File: src/rtl/cpu_core_gen2.sv
// cpu_core_gen2: two-cycle FETCH/EXEC accumulator core.
// Program ROM and data RAM are external; both are read combinationally.
module cpu_core_gen2 #(
  parameter int W  = 8,
  parameter int AW = 8
) (
  input  logic          clk,
  input  logic          reset,
  output logic [AW-1:0] rom_addr,
  input  logic [W-1:0]  rom_data,
  output logic [AW-1:0] ram_addr,
  input  logic [W-1:0]  ram_rdata,
  output logic [W-1:0]  ram_wdata,
  output logic          ram_we,
  output logic [W-1:0]  out_data,
  output logic          out_valid,
  output logic          halted
);

  typedef enum logic [1:0] {
    S_FETCH = 2'd0,
    S_EXEC  = 2'd1,
    S_HALT  = 2'd2
  } state_e;

  state_e state_q, state_d;

  logic [AW-1:0] pc_q, pc_d;
  logic [5:0]    ir_q, ir_d;
  logic [W-1:0]  a_q, a_d;
  logic [W-1:0]  b_q, b_d;
  logic [W-1:0]  x_q, x_d;
  logic [W-1:0]  q_q, q_d;
  logic          carry_q, carry_d;
  logic [W-1:0]  out_q, out_d;
  logic          ov_q, ov_d;
  logic          hlt_q, hlt_d;

  logic [2:0]    op;
  logic [1:0]    rsel;
  logic [2:0]    cond;
  logic [W-1:0]  rval;
  logic          taken;
  logic [AW-1:0] pc_inc;
  logic [AW-1:0] imm_pc;
  logic          wr_en;
  logic [W-1:0]  wr_data;

  logic is_ldi, is_ld, is_st, is_add;
  logic is_sub, is_jmp, is_out, is_hlt;

  // ir keeps only the opcode and the low operand bits
  assign op     = ir_q[5:3];
  assign cond   = ir_q[2:0];
  assign rsel   = ir_q[1:0];
  assign pc_inc = pc_q + AW'(1);

  assign is_ldi = (op == 3'd0);
  assign is_ld  = (op == 3'd1);
  assign is_st  = (op == 3'd2);
  assign is_add = (op == 3'd3);
  assign is_sub = (op == 3'd4);
  assign is_jmp = (op == 3'd5);
  assign is_out = (op == 3'd6);
  assign is_hlt = (op == 3'd7);

  // X and jump immediates are zero-extended when AW exceeds W
  generate
    if (AW > W) begin : g_ext
      assign ram_addr = {{(AW - W){1'b0}}, x_q};
      assign imm_pc   = {{(AW - W){1'b0}}, rom_data};
    end else begin : g_trunc
      assign ram_addr = x_q[AW-1:0];
      assign imm_pc   = rom_data[AW-1:0];
    end
  endgenerate

  assign rom_addr  = pc_q;
  assign ram_wdata = rval;
  assign ram_we    = (state_q == S_EXEC) & is_st & ~reset;
  assign out_data  = out_q;
  assign out_valid = ov_q;
  assign halted    = hlt_q;

  // operand register select
  always_comb begin
    rval = a_q;
    case (rsel)
      2'd0: rval = a_q;
      2'd1: rval = b_q;
      2'd2: rval = x_q;
      2'd3: rval = q_q;
    endcase
  end

  // jump condition, A and carry as they stand entering EXEC
  always_comb begin
    taken = 1'b0;
    case (cond)
      3'd0:    taken = 1'b1;
      3'd1:    taken = (a_q == '0);
      3'd2:    taken = carry_q;
      3'd3:    taken = (a_q != '0);
      default: taken = 1'b0;
    endcase
  end

  // next-state and datapath updates
  always_comb begin
    state_d = state_q;
    pc_d    = pc_q;
    ir_d    = ir_q;
    a_d     = a_q;
    b_d     = b_q;
    x_d     = x_q;
    q_d     = q_q;
    carry_d = carry_q;
    out_d   = out_q;
    ov_d    = 1'b0;
    hlt_d   = hlt_q;
    wr_en   = 1'b0;
    wr_data = rom_data;
    case (state_q)
      S_FETCH: begin
        ir_d    = {rom_data[7:5], rom_data[2:0]};
        pc_d    = pc_inc;
        state_d = S_EXEC;
      end
      S_EXEC: begin
        state_d = S_FETCH;
        unique case (1'b1)
          is_ldi: begin
            wr_en   = 1'b1;
            wr_data = rom_data;
            pc_d    = pc_inc;
          end
          is_ld: begin
            wr_en   = 1'b1;
            wr_data = ram_rdata;
          end
          is_st: begin
          end
          is_add: begin
            {carry_d, a_d} = {1'b0, a_q} + {1'b0, rval};
          end
          is_sub: begin
            a_d     = a_q - rval;
            carry_d = (a_q >= rval);
          end
          is_jmp: begin
            pc_d = taken ? imm_pc : pc_inc;
          end
          is_out: begin
            out_d = rval;
            ov_d  = 1'b1;
          end
          is_hlt: begin
            hlt_d   = 1'b1;
            state_d = S_HALT;
          end
        endcase
        if (wr_en) begin
          case (rsel)
            2'd0: a_d = wr_data;
            2'd1: b_d = wr_data;
            2'd2: x_d = wr_data;
            2'd3: q_d = wr_data;
          endcase
        end
      end
      S_HALT: begin
        state_d = S_HALT;
      end
      default: begin
        state_d = S_FETCH;
      end
    endcase
  end

  // state registers, cleared immediately on reset
  always_ff @(posedge clk or posedge reset) begin
    if (reset) begin
      state_q <= S_FETCH;
      pc_q    <= '0;
      ir_q    <= '0;
      a_q     <= '0;
      b_q     <= '0;
      x_q     <= '0;
      q_q     <= '0;
      carry_q <= 1'b0;
      out_q   <= '0;
      ov_q    <= 1'b0;
      hlt_q   <= 1'b0;
    end else begin
      state_q <= state_d;
      pc_q    <= pc_d;
      ir_q    <= ir_d;
      a_q     <= a_d;
      b_q     <= b_d;
      x_q     <= x_d;
      q_q     <= q_d;
      carry_q <= carry_d;
      out_q   <= out_d;
      ov_q    <= ov_d;
      hlt_q   <= hlt_d;
    end
  end

endmodule

File: config.mk
export PLATFORM = sky130hd
export DESIGN_NAME = cpu_core_gen2
export DESIGN_NICKNAME = d
export VERILOG_FILES = /design/src/rtl/cpu_core_gen2.sv
export SDC_FILE = /design/constraint.sdc
export NUM_CORES = 1
export LEC_CHECK = 0
export ABC_AREA = 1
export BUFFER_PORTS_ARGS = -buffer_cell sky130_fd_sc_hd__buf_2
export CAP_MARGIN = 20
export CORE_UTILIZATION = 40
export CTS_BUF_LIST = sky130_fd_sc_hd__clkbuf_2
export CTS_CLUSTER_SIZE = 16
export DETAILED_ROUTE_END_ITERATION = 10
export PLACE_DENSITY_LB_ADDON = 0.08
export REMOVE_ABC_BUFFERS = 1
export SLEW_MARGIN = 20
export SYNTH_ARGS = -nofsm -noshare
export SYNTH_HDL_FRONTEND = slang
export SYNTH_SLANG_ARGS = --single-unit
File: constraint.sdc
create_clock -name clk -period 3.1 [get_ports clk]
set_clock_uncertainty 0.15 [all_clocks]
set_input_delay 0 -clock clk [delete_from_list [all_inputs] [get_ports clk]]
set_output_delay 0 -clock clk [all_outputs]
set_load 0.03 [all_outputs]
Yosys cells after proc, flatten, opt, wreduce, memory -nomap -nowiden
Index checks and enable logic that the tools add are counted.
W data, S select, Z words.

word-level totals
  bits in registers = 59
  input port bits = 18
  output and inout bits = 35
  logic and storage cells = 66

cells by class
  $add $sub $neg = 3
  $lt $le $gt $ge = 1
  equality and inequality tests = 16
  muxes and demuxes = 16
  bitwise operators = 3
  reductions and logical operators = 16

operators with widths
  operator               number
  $pmux W8 S2            3
  $mux W8                4
  $pmux W8 S4            1
  $eq A3 B2 Y1 const B   4
  $eq A3 B3 Y1 const B   4
  $add A8 B8 Y9          1
  $reduce_and A3 Y1      3
  $add A8 B1 Y8 const B  1
  $ge A8 B8 Y1           1
  $logic_not A8 Y1       1
  $reduce_and A2 Y1      4
  $reduce_bool A8 Y1     1
  $sub A8 B8 Y8          1
  $eq A2 B2 Y1 const B   3
  $eq A3 B1 Y1 const B   2
  $logic_not A3 Y1       2
  $pmux W2 S3            1
  $eq A2 B1 Y1 const B   2
  $logic_not A2 Y1       2
  $mux W1                4
  $pmux W1 S4            1
  $reduce_bool A2 Y1     2
  $ne A3 B3 Y1 const B   1
  $and A1 B1 Y1          2
  other kinds (4)        4

Depth between registers and ports, before layout
Gate-level depths: netlist of run 1.

  word-level depth = 6
  gate-level depth with buffers = 20

Worst setup path before layout of run 1
Ideal clock, no wire load.

  kind = register -> register
  start = reg ir_q[1]
  end = reg a_q[4]
  data arrival time = 2.836 ns
  data required time = 2.822 ns
  path slack = -0.013 ns
  stages on the path, launching flop included = 16
  buffers on the path = 1
  period minus slack after synthesis = 3.113 ns
  cell sequence = dfrtp_1 > inv_2 > clkbuf_1 > o21ai_0 > a32oi_1 > ha_1 > inv_1 > fa_1 > inv_1 > nand3_1 > nand3_1 > nand2_1 > nand3_1 > nand4_1 > nand2_1 > o21ai_0

between the ends
  word-level cells in the longest chain between the ends = 6
  elaborated cells between the ends (all ways) = 10

RTL lines
  item                                                   RTL line  RTL
  start: declaration                                     29        logic [5:0] ir_q, ir_d;
  start signal: assignment                               197       ir_q <= ir_d;
  $eq A2 B2 Y1 (tied with other cells)                   88        case (rsel)
  $pmux W8 S4 (*)                                        88
  net ram_wdata[0]                                       13        output logic [W-1:0] ram_wdata,
  $sub A8 B8 Y8 / $add A8 B8 Y9 (equally long branches)  147, 144
  $pmux W8 S2 (*)                                        131       unique case (1'b1)
  $mux W8                                                163       case (rsel)
  $mux W8 (*)                                            162       if (wr_en) begin
  end signal: assignment                                 186       a_q <= '0;
  end signal: assignment                                 198       a_q <= a_d;
  end: declaration                                       30        logic [W-1:0] a_q, a_d;

The timed path passes the listed nets; every way through them passes the cells marked *.
A chain may end at the register's enable or synchronous reset.

Final worst setup path of run 1
  start = reg ir_q[1]
  end = reg a_q[5]

between the ends
  word-level cells in the longest chain between the ends = 6
  elaborated cells between the ends (all ways) = 10

RTL lines
  item                                                   RTL line
  $eq A2 B2 Y1 (tied with other cells)                   88
  $pmux W8 S4                                            88
  $sub A8 B8 Y8 / $add A8 B8 Y9 (equally long branches)  147, 144
  $pmux W8 S2                                            131
  $mux W8                                                163
  $mux W8 (*)                                            162

Every way passes the cells marked *; elsewhere a longest branch is shown, timed or not.

==> results of run 1 <==
## through the flow
stage / setup slack [ns] / util / cells / area, sq um / hold slack (ns)
final: 0.227 / 0.489 / 768 / 4780 / 0.116
after floorplan: 0.0747 / - / 541 / 3950 / -0.0312
after global placement: 0.222 / 0.452 / 732 / 4420 / 0.0266
after global routing: 0.0299 / 0.489 / 768 / 4780 / 0.0984
after CTS: 0.127 / 0.487 / 768 / 4760 / 0.0604
after detailed placement: 0.167 / 0.452 / 732 / 4420 / 0.0357
## cell families (layout without fill, tap and decap cells)
| family | after synthesis | after routing | synth area share |
|---|---|---|---|
| compound gates | 93 | 93 | 0.133 |
| xor+xnor | 4 | 4 | 0.00871 |
| flops | 59 | 59 | 0.367 |
| fa+ha+maj | 20 | 20 | 0.0659 |
| simple gates | 275 | 275 | 0.321 |
| buf+inv | 101 | 184 | 0.104 |
## how the worst max path moves through the flow
stage | endpoint | slack [ns] | depth (start not counted)
5_1_grt | a_q[5]$_DFFE_PP0P_ | 0.03 | 18
3_3_place_gp | a_q[5]$_DFFE_PP0P_ | 0.22 | 16
3_5_place_dp | a_q[5]$_DFFE_PP0P_ | 0.17 | 16
2_1_floorplan | a_q[4]$_DFFE_PP0P_ | 0.07 | 15
6_report | a_q[5]$_DFFE_PP0P_ | 0.23 | 18
4_1_cts | a_q[5]$_DFFE_PP0P_ | 0.13 | 16
## metal layers
metal / vias to the layer above / share of wire / GRT usage
met4: 0 / 0.023 / 0.102
met3: 19 / 0.048 / 0.0280
met2: 104 / 0.45 / 0.383
met1: 1818 / 0.48 / 0.339
met5: - / 0 / 0
li1: 1951 / - / -
## cell type report
cell class,count,area [sq um],share of cell area
Timing Repair Buffer,78,505,0.106
Clock inverter,7,100,0.0210
Sequential cell,59,1480,0.309
Inverter,90,340,0.0713
Clock buffer,9,45.0,0.00943
Multi-Input combinational cell,392,2140,0.449
Tap cell,133,166,0.0348
## cells in the final DEF, fill, tap and decap left out, types with 2 or more instances in the layout
cell           count
o21ai_1           26
nor2_2             5
inv_1             80
nand3b_1           2
a21oi_1           12
dfrtp_1           59
dlygate4sd3_1     20
o21ai_2            4
buf_4              6
bufinv_16          2
nor2_1            29
nand2_1          156
clkbuf_2           9
inv_2              8
inv_6              2
nand2_4            2
ha_1              18
xor2_1             3
o22ai_1            3
nand3_1           55
fa_1               2
o221ai_1           6
buf_2             52
nand2_2            7
clkinv_4           2
o21ai_0           25
a21oi_2            3
a31oi_1            7
nand4_1            9
nor2_8             5
## flip-flops by register name, indices dropped and copies added, names as in the netlist
name / flops
a_q: 8
b_q: 8
out_data: 8
q_q: 8
ram_addr: 8
rom_addr: 8
ir_q: 6
state_q: 2
carry_q: 1
halted: 1
out_valid: 1
## cell usage after synthesis (7+ instances only)
cell	count	area share
nor2_1	29	0.027
inv_1	81	0.076
a31oi_1	7	0.011
o21ai_1	28	0.035
nand4_1	9	0.014
dfrtp_1	59	0.37
ha_1	18	0.056
o21ai_0	25	0.031
inv_2	7	0.0065
a21oi_1	13	0.016
nand2_1	157	0.15
nand3_1	55	0.068
## worst max-delay path, stage by stage, from the launching register on
cell	delay, ns
dfrtp_1	0.47
inv_2	0.17
nor2_2	0.06
inv_2	0.16
o221ai_1	0.18
o21ai_1	0.14
inv_1	0.10
ha_1	0.45
inv_1	0.14
nand2_1	0.08
nand2_1	0.06
inv_1	0.08
nand3_1	0.14
nor2_1	0.11
nor2_1	0.04
nand2_1	0.06
nand3_1	0.08
nand2_1	0.07
nand2_1	0.04
## what timing repair did
action / in CTS / in global routing
gates resized for setup: 0 / 4
hold buffers: 20 / 0
endpoints found under the hold margin: 102 / 0
endpoints found under the setup margin: 0 / 7
==> impl_results.md, run 1 <==
* Status: finished clean
* Syn Inst Count at approximately 550
* Routed Antenna Nets at 0
* Wire per inst at 15.0 microns
* Setup crit start: ir_q[1]$_DFFE_PP0P_
* Seq/Total Area, Yosys at 0.367
* CTS tree: built
* Worst-Margin Slew at 0.734 ns
* Post-synth EDFFs at 0
* Initial antenna violation count at 0
* Max-slew headroom at 0.510
* Setup violators final at 0
* Synthesized area at about 4000 sq um
* Routed WL at roughly 12000 microns
* RSZ-0062 raised after global routing: no
* Worst Min Path Start: rom_data[0]
* Startpoint types: flip-flop
* Clk slew on worst S/H paths at 0.19 ns
* Mean post-synth cell area at between 7 and 8 sq um
* Die area at 10500 sq um
* Hold path depth at 4
* Layout cells sized above 1 at 0.176
* Min-Delay Path Class: in2reg
* Die Width at just over 100 microns
* Req. time, crit path at around 3.4 ns
* Worst reg-to-reg setup slack at 0.23 ns
* Worst EP arrival at 3.15 ns
* DR vias/cell at ~5.1
* CTS root buf: clkbuf_2
* DRC errors left at 0
* Achievable Freq at 0.348 GHz
* PortBufs at 52
* Slew Limit Fails at 0
* GR Overflow Total at 0
* DR vias at a little under 4000
* Clk_lat worst skew at 0.52 ns
* Die height at 102 microns
* CP Class: reg2reg
* Vias in the first global route at between 3000 and 4000
* Fill cells at approximately 1100
* CTS sink cnt at around 60
* Distinct cells, synth at between 40 and 50
* Crit-path max FO at 11
* Total Routing Usage GR at 0.243
* Post-CTS setup buffer count at 0
* Antenna diodes at 0
* Ys flop type: dfrtp_1
* Worst r2r src: ir_q[1]$_DFFE_PP0P_
* Yosys reg bits at just under 60
* Area of the core at between 9000 and 10000 sq um
* Post-DP HPWL at 8800 microns
* Drt pass-1 iters at 5
* H-tree depth at 3
* Initial Util at 0.412
* Cell Rows at 36
* Synth warnings at 0
* Final Hold Violating Endpoints at 0
* Hold Crit Endpoint: ir_q[0]$_DFFE_PP0P_
* Worst reg-to-reg path cell count at 18
* Final setup TNS at 0 ns
* Minimum clock period at about 2.9 ns
* Final nets at between 600 and 700
* Crit share post-route at 0.927
* Endpoint class of the critical path: flip-flop
* Iter 0 DRT Violations at around 220
* Area grow syn2layout at 18.7%
* CTS Buf Count at 9
* Worst reg2reg path endpoint: a_q[5]$_DFFE_PP0P_
* First-pass GRT wire length at 19000 microns
* Total of max-cap violations at 0
* Ys async rst share at 1.00
* # IOs at 53
* Deepest clock path buffer count at 2
* Placer Congestion at between 0.8 and 0.9
* Largest net degree at the start of global routing at 32
Power of run 1 is not shown: default switching activity piles up to over one toggle a cycle in this logic, so the estimate is an artifact.
==> run 2, diff against run 1 <==
- CORE_ASPECT_RATIO: not set -> 0.75
==> run 2 against run 1 <==
Via count rose by 1.5%. Critical path depth shrank 3. Final cell count down 0.39%. Non-clock buffer count is 1 lower. First-iteration DRC count increased by 9.0%. Critical endpoint is now a_q[4]$_DFFE_PP0P_. Highest routed layer unchanged.
==> impl_results.md, run 2 (synthesis gave the netlist of run 1 again) <==
* Clk slew on worst S/H paths at between 0.15 and 0.2 ns
* Multi-input logic area at around 2100 sq um
* DR vias/cell at just over 5
* CTS sink cnt at about 60
* Startpoint types: flip-flop
* Slew Limit Fails at 0
* Final nets at 667
* Status: finished clean
* Area of the core at 9700 sq um
* Largest net degree at the start of global routing at 46
* Drt pass-1 iters at 6
* Most common cell after layout, fill and taps aside: nand2_1
* Total Routing Usage GR at 0.232
* CTS root buf: clkbuf_2
* # IOs at 53
* Die height at 88.8 microns
* RSZ-0062 raised after global routing: no
* Die area at 10500 sq um
* Routed Antenna Nets at 0
* Endpoint class of the critical path: flip-flop
* Fill cells at 1009
* Routed WL at around 11000 microns
* Fin cells at 765
* Die Width at 118 microns
* Achievable Freq at approximately 0.35 GHz
* Placer Congestion at ~0.9
* Minimum clock period at around 2.9 ns
* Worst EP arrival at 3.15 ns
* Wire per inst at between 15 and 20 microns
* Initial Util at 0.415
* Post-CTS setup buffer count at 0
* Vias in the first global route at approximately 3700
* Layout cells sized above 1 at 0.172
* Initial antenna violation count at 0
* Iter 0 DRT Violations at 243
* Util after Layout at 0.489
* Fin Hold WS at 0.00345 ns
* Most frequent cells in the layout: 156 x nand2_1, 80 x inv_1, 58 x dfrtp_1
* H-tree depth at 3
* Worst-Margin Slew at slightly above 0.8 ns
* Final Hold Violating Endpoints at 0
* Area grow syn2layout at 17.9%
* Max-slew headroom at 0.459
* Final setup TNS at 0 ns
* First-pass GRT wire length at approximately 19000 microns
* Post-DP HPWL at ~9000 microns
* Crit share post-route at 0.931
* Antenna diodes at 0
* Placed Cells at ~730
* GR Overflow Total at 0
* CTS tree: built
* CP Class: reg2reg
* Crit-path max FO at 11
* Cell Rows at 31
* Register area at ~1500 sq um
* DR vias at between 3000 and 4000
* DRC errors left at 0
* Clk_lat worst skew at 0.51 ns
* Req. time, crit path at approximately 3.4 ns
* PortBufs at 52
* Total of max-cap violations at 0
* Deepest clock path buffer count at 2
* Setup violators final at 0
* CTS Buf Count at 9
* Min-Delay Path Class: in2async
[run 2: cell count changes in the layout (fill, tap and decap cells not counted), sizes merged]
| cell | previous run | this run |
|---|---|---|
| clkinv | 4 | 5 |
| clkinvlp | 0 | 1 |
| dlygate4sd3 | 20 | 19 |
| inv | 91 | 88 |
[run 2: worst max-delay path, cell delays in order, from the launching register on]
cell	delay, ns
dfrtp_1	0.48
inv_4	0.09
nand2_2	0.20
inv_1	0.11
a32oi_1	0.26
ha_1	0.25
inv_1	0.07
fa_1	0.38
inv_1	0.12
nand3_1	0.10
nand3_1	0.16
nand2_1	0.07
nand3_1	0.09
nand4_1	0.10
nand2_1	0.07
o21ai_0	0.08
[run 2: path summary, 6_finish.rpt]
path,start,end,slack (ns),depth (start not counted)
worst min register to register,halted$_DFFE_PP0P_,halted$_DFFE_PP0P_,0.34,2
max in group asynchronous,reset,ir_q[0]$_DFFE_PP0P_,2.17,4
worst min-delay path,reset,state_q[0]$_DFF_PP0_,0.003,3
worst max-delay path,ir_q[1]$_DFFE_PP0P_,a_q[4]$_DFFE_PP0P_,0.21,15
worst max register to register,ir_q[1]$_DFFE_PP0P_,a_q[4]$_DFFE_PP0P_,0.21,15
min in group clk,rom_data[1],ir_q[1]$_DFFE_PP0P_,0.11,4
[run 2: metal layers]
layer | wire length [microns] | GRT usage | vias up
met2 | 4690 | 0.342 | 122
met3 | 761 | 0.0670 | 16
li1 | - | - | 1945
met5 | 0 | 0 | -
met1 | 5910 | 0.332 | 1866
met4 | 127 | 0.0571 | 0
[run 2: final cells by class]
type | instances | share of cell area
multi-input combinational | 392 | 0.450
tap | 132 | 0.0348
clock buffer | 9 | 0.00949
clock inverter | 6 | 0.0171
timing repair buffer | 77 | 0.104
inverter | 90 | 0.0730
sequential | 59 | 0.311
[run 2: timing repair]
| item | CTS | global route |
|---|---|---|
| resized for setup | 0 | 5 |
| setup endpoints to repair | 0 | 5 |
| hold endpoints to repair | 89 | 0 |
| hold buffers | 19 | 0 |
[run 2: metrics by stage]
| step | cell area (sq um) | worst slack [ns] |
|---|---|---|
| 2_1_floorplan | 3950 | 0.0747 |
| 3_3_place_gp | 4420 | 0.232 |
| 3_5_place_dp | 4420 | 0.152 |
| 4_1_cts | 4730 | 0.113 |
| 5_1_grt | 4740 | 0.0140 |
| 6_report | 4740 | 0.214 |
Power of run 2 is left out for the same reason.
==> run 3, diff against run 2 <==
==> constraint.sdc (replaced) <==
create_clock -name clk -period 3.1 [get_ports clk]
set_clock_uncertainty 0.15 [all_clocks]
set_input_delay 0.62 -clock clk [delete_from_list [all_inputs] [get_ports clk]]
set_output_delay 0.62 -clock clk [all_outputs]
set_load 0.03 [all_outputs]
==> run 3 against run 2 <==
First-iteration DRC count down 8.6%. Hold slack better by 0.17 ns. Sequential cell count unchanged. Wire length down 0.23%. Utilization down 2.2 points. Register-to-register slack better by 0.04 ns. Cell area down 4.5%. Non-clock buffer count down 18. Sequential share of layout area up 1.4 points. Fmax up 1.5%. Die area unchanged. Count of clock-buffer cells in the layout unchanged.
==> impl_results.md, run 3 (synthesis gave the netlist of run 1 again) <==
* Status: finished clean
* Worst Min Path Start: rom_data[0]
* CTS Buf Count at 9
* DR vias/cell at slightly above 5
* Final setup TNS at 0 ns
* Achievable Freq at ~0.35 GHz
* Routed WL at approximately 11000 microns
* Worst reg-to-reg setup slack at around 0.26 ns
* Area of the core at roughly 9700 sq um
* Placer Congestion at 0.894
* Layout cells sized above 1 at 0.177
* Clk_lat worst skew at about 0.53 ns
* Worst-Margin Slew at approximately 0.50 ns
* Drt pass-1 iters at 5
* Fill cells at between 1000 and 1500
* DR vias at around 3800
* Crit path cell chain: inv_2, nand2_2, inv_1, a32oi_1, ha_1, inv_1, fa_1, inv_1, nand3_1, nand3_1, nand2_1, nand3_1, nand4_1, nand2_1, o21ai_0
* Total of max-cap violations at 0
* Die area at 10500 sq um
* DRC errors left at 0
* CTS root buf: clkbuf_2
* Post-DP HPWL at 9030 microns
* Met3 wire len at 606 microns
* Worst r2r src: ir_q[1]$_DFFE_PP0P_
* Routed Antenna Nets at 0
* Iter 0 DRT Violations at 222
* Cell area after layout at between 4000 and 5000 sq um
* Final Hold Violating Endpoints at 0
* Worst reg2reg path endpoint: a_q[4]$_DFFE_PP0P_
* Cell Rows at 31
* Placed Area at ~4400 sq um
* Crit share post-route at 0.917
* PortBufs at between 50 and 60
* Top sig layer: met4
* CP peak stage delay at ~0.46 ns
* Most common cell after layout, fill and taps aside: nand2_1
* Final nets at between 600 and 700
* First-pass GRT wire length at about 18000 microns
* CTS tree: built
* Startpoint types: flip-flop
* Initial antenna violation count at 0
* Util after Layout at 0.467
* Min-Delay Path Class: in2reg
* Vias in the first global route at 3501
* Slew Limit Fails at 0
* Die height at roughly 90 microns
* Most frequent cells in the layout: 156 x nand2_1, 80 x inv_1, 59 x dfrtp_1
* Clk slew on worst S/H paths at about 0.18 ns
* Largest net degree at the start of global routing at slightly above 40
* Deepest clock path buffer count at 2
* Area grow syn2layout at 12.6%
* Hold Crit Endpoint: ir_q[0]$_DFFE_PP0P_
* Die Width at around 120 microns
* Initial Util at 0.415
* Post-Route M1 WL at around 6100 microns
* CP Class: reg2reg
* Total Routing Usage GR at 0.228
* RSZ-0062 raised after global routing: no
* Hold path depth at 3
* Antenna diodes at 0
* Setup violators final at 0
* Endpoint class of the critical path: flip-flop
* Worst reg-to-reg path cell count at 15
* H-tree depth at 3
* # IOs at 53
* GR Overflow Total at 0
* Crit-path max FO at 11
* Slowest CP cell: dfrtp_1
* Post-CTS setup buffer count at 0
* Minimum clock period at between 2 and 3 ns
* Req. time, crit path at ~3.4 ns
* WL met2 at between 4000 and 5000 microns
* Wire per inst at ~15 microns
* Max-slew headroom at 0.668
* CTS sink cnt at a little under 60
* Worst EP arrival at around 3.1 ns
## run 3: per-stage QoR
stage                     std cells  hold slack (ns)  setup slack, ns
after global routing            748            0.158          0.00790
after global placement          731            0.302            0.223
after floorplan                 541            0.299           0.0747
final                           748            0.175            0.257
after detailed placement        731            0.300            0.165
after CTS                       748            0.145           0.0985
## run 3: cell type report
cell class | count | area (sq um) | area share
clock buffers | 9 | 45.0 | 0.00994
clock inverters | 7 | 45.0 | 0.00994
inverters | 90 | 340 | 0.0751
multi-input cells | 392 | 2130 | 0.470
flip-flops and latches | 59 | 1480 | 0.326
well taps | 132 | 165 | 0.0365
repair buffers | 59 | 328 | 0.0724
## run 3: layer usage
metal	track usage	vias to the layer above
li1	-	1912
met1	0.343	1786
met2	0.322	102
met3	0.0522	12
met4	0.0641	0
met5	0	-
## run 3: critical path, delay by kind of cell, from the launching register on
| family | cells | cell delay (ns) |
|---|---|---|
| and+or+nand+nor | 7 | 0.79 |
| AOI/OAI and AO/OA | 2 | 0.32 |
| adders and majority gates | 2 | 0.63 |
| buffers and inverters | 4 | 0.40 |
| DFF | 1 | 0.46 |
## run 3: timing repair
item | CTS | global route
hold endpoints to repair | 19 | 0
endpoints found under the setup margin | 0 | 4
hold buffers | 1 | 0
resized for setup | 0 | 1
## run 3: worst max path at each step
| stage | slack, ns | start | end | depth (start not counted) |
|---|---|---|---|---|
| finish | 0.26 | ir_q[1]$_DFFE_PP0P_ | a_q[4]$_DFFE_PP0P_ | 15 |
| detailed placement | 0.17 | ir_q[0]$_DFFE_PP0P_ | a_q[4]$_DFFE_PP0P_ | 17 |
| CTS | 0.1 | ir_q[0]$_DFFE_PP0P_ | ram_wdata[7] | 7 |
| floorplan | 0.07 | ir_q[0]$_DFFE_PP0P_ | a_q[4]$_DFFE_PP0P_ | 15 |
| global placement | 0.22 | ir_q[0]$_DFFE_PP0P_ | a_q[4]$_DFFE_PP0P_ | 15 |
| global route | 0.008 | ir_q[0]$_DFFE_PP0P_ | a_q[4]$_DFFE_PP0P_ | 17 |
Power of run 3 is left out for the same reason.
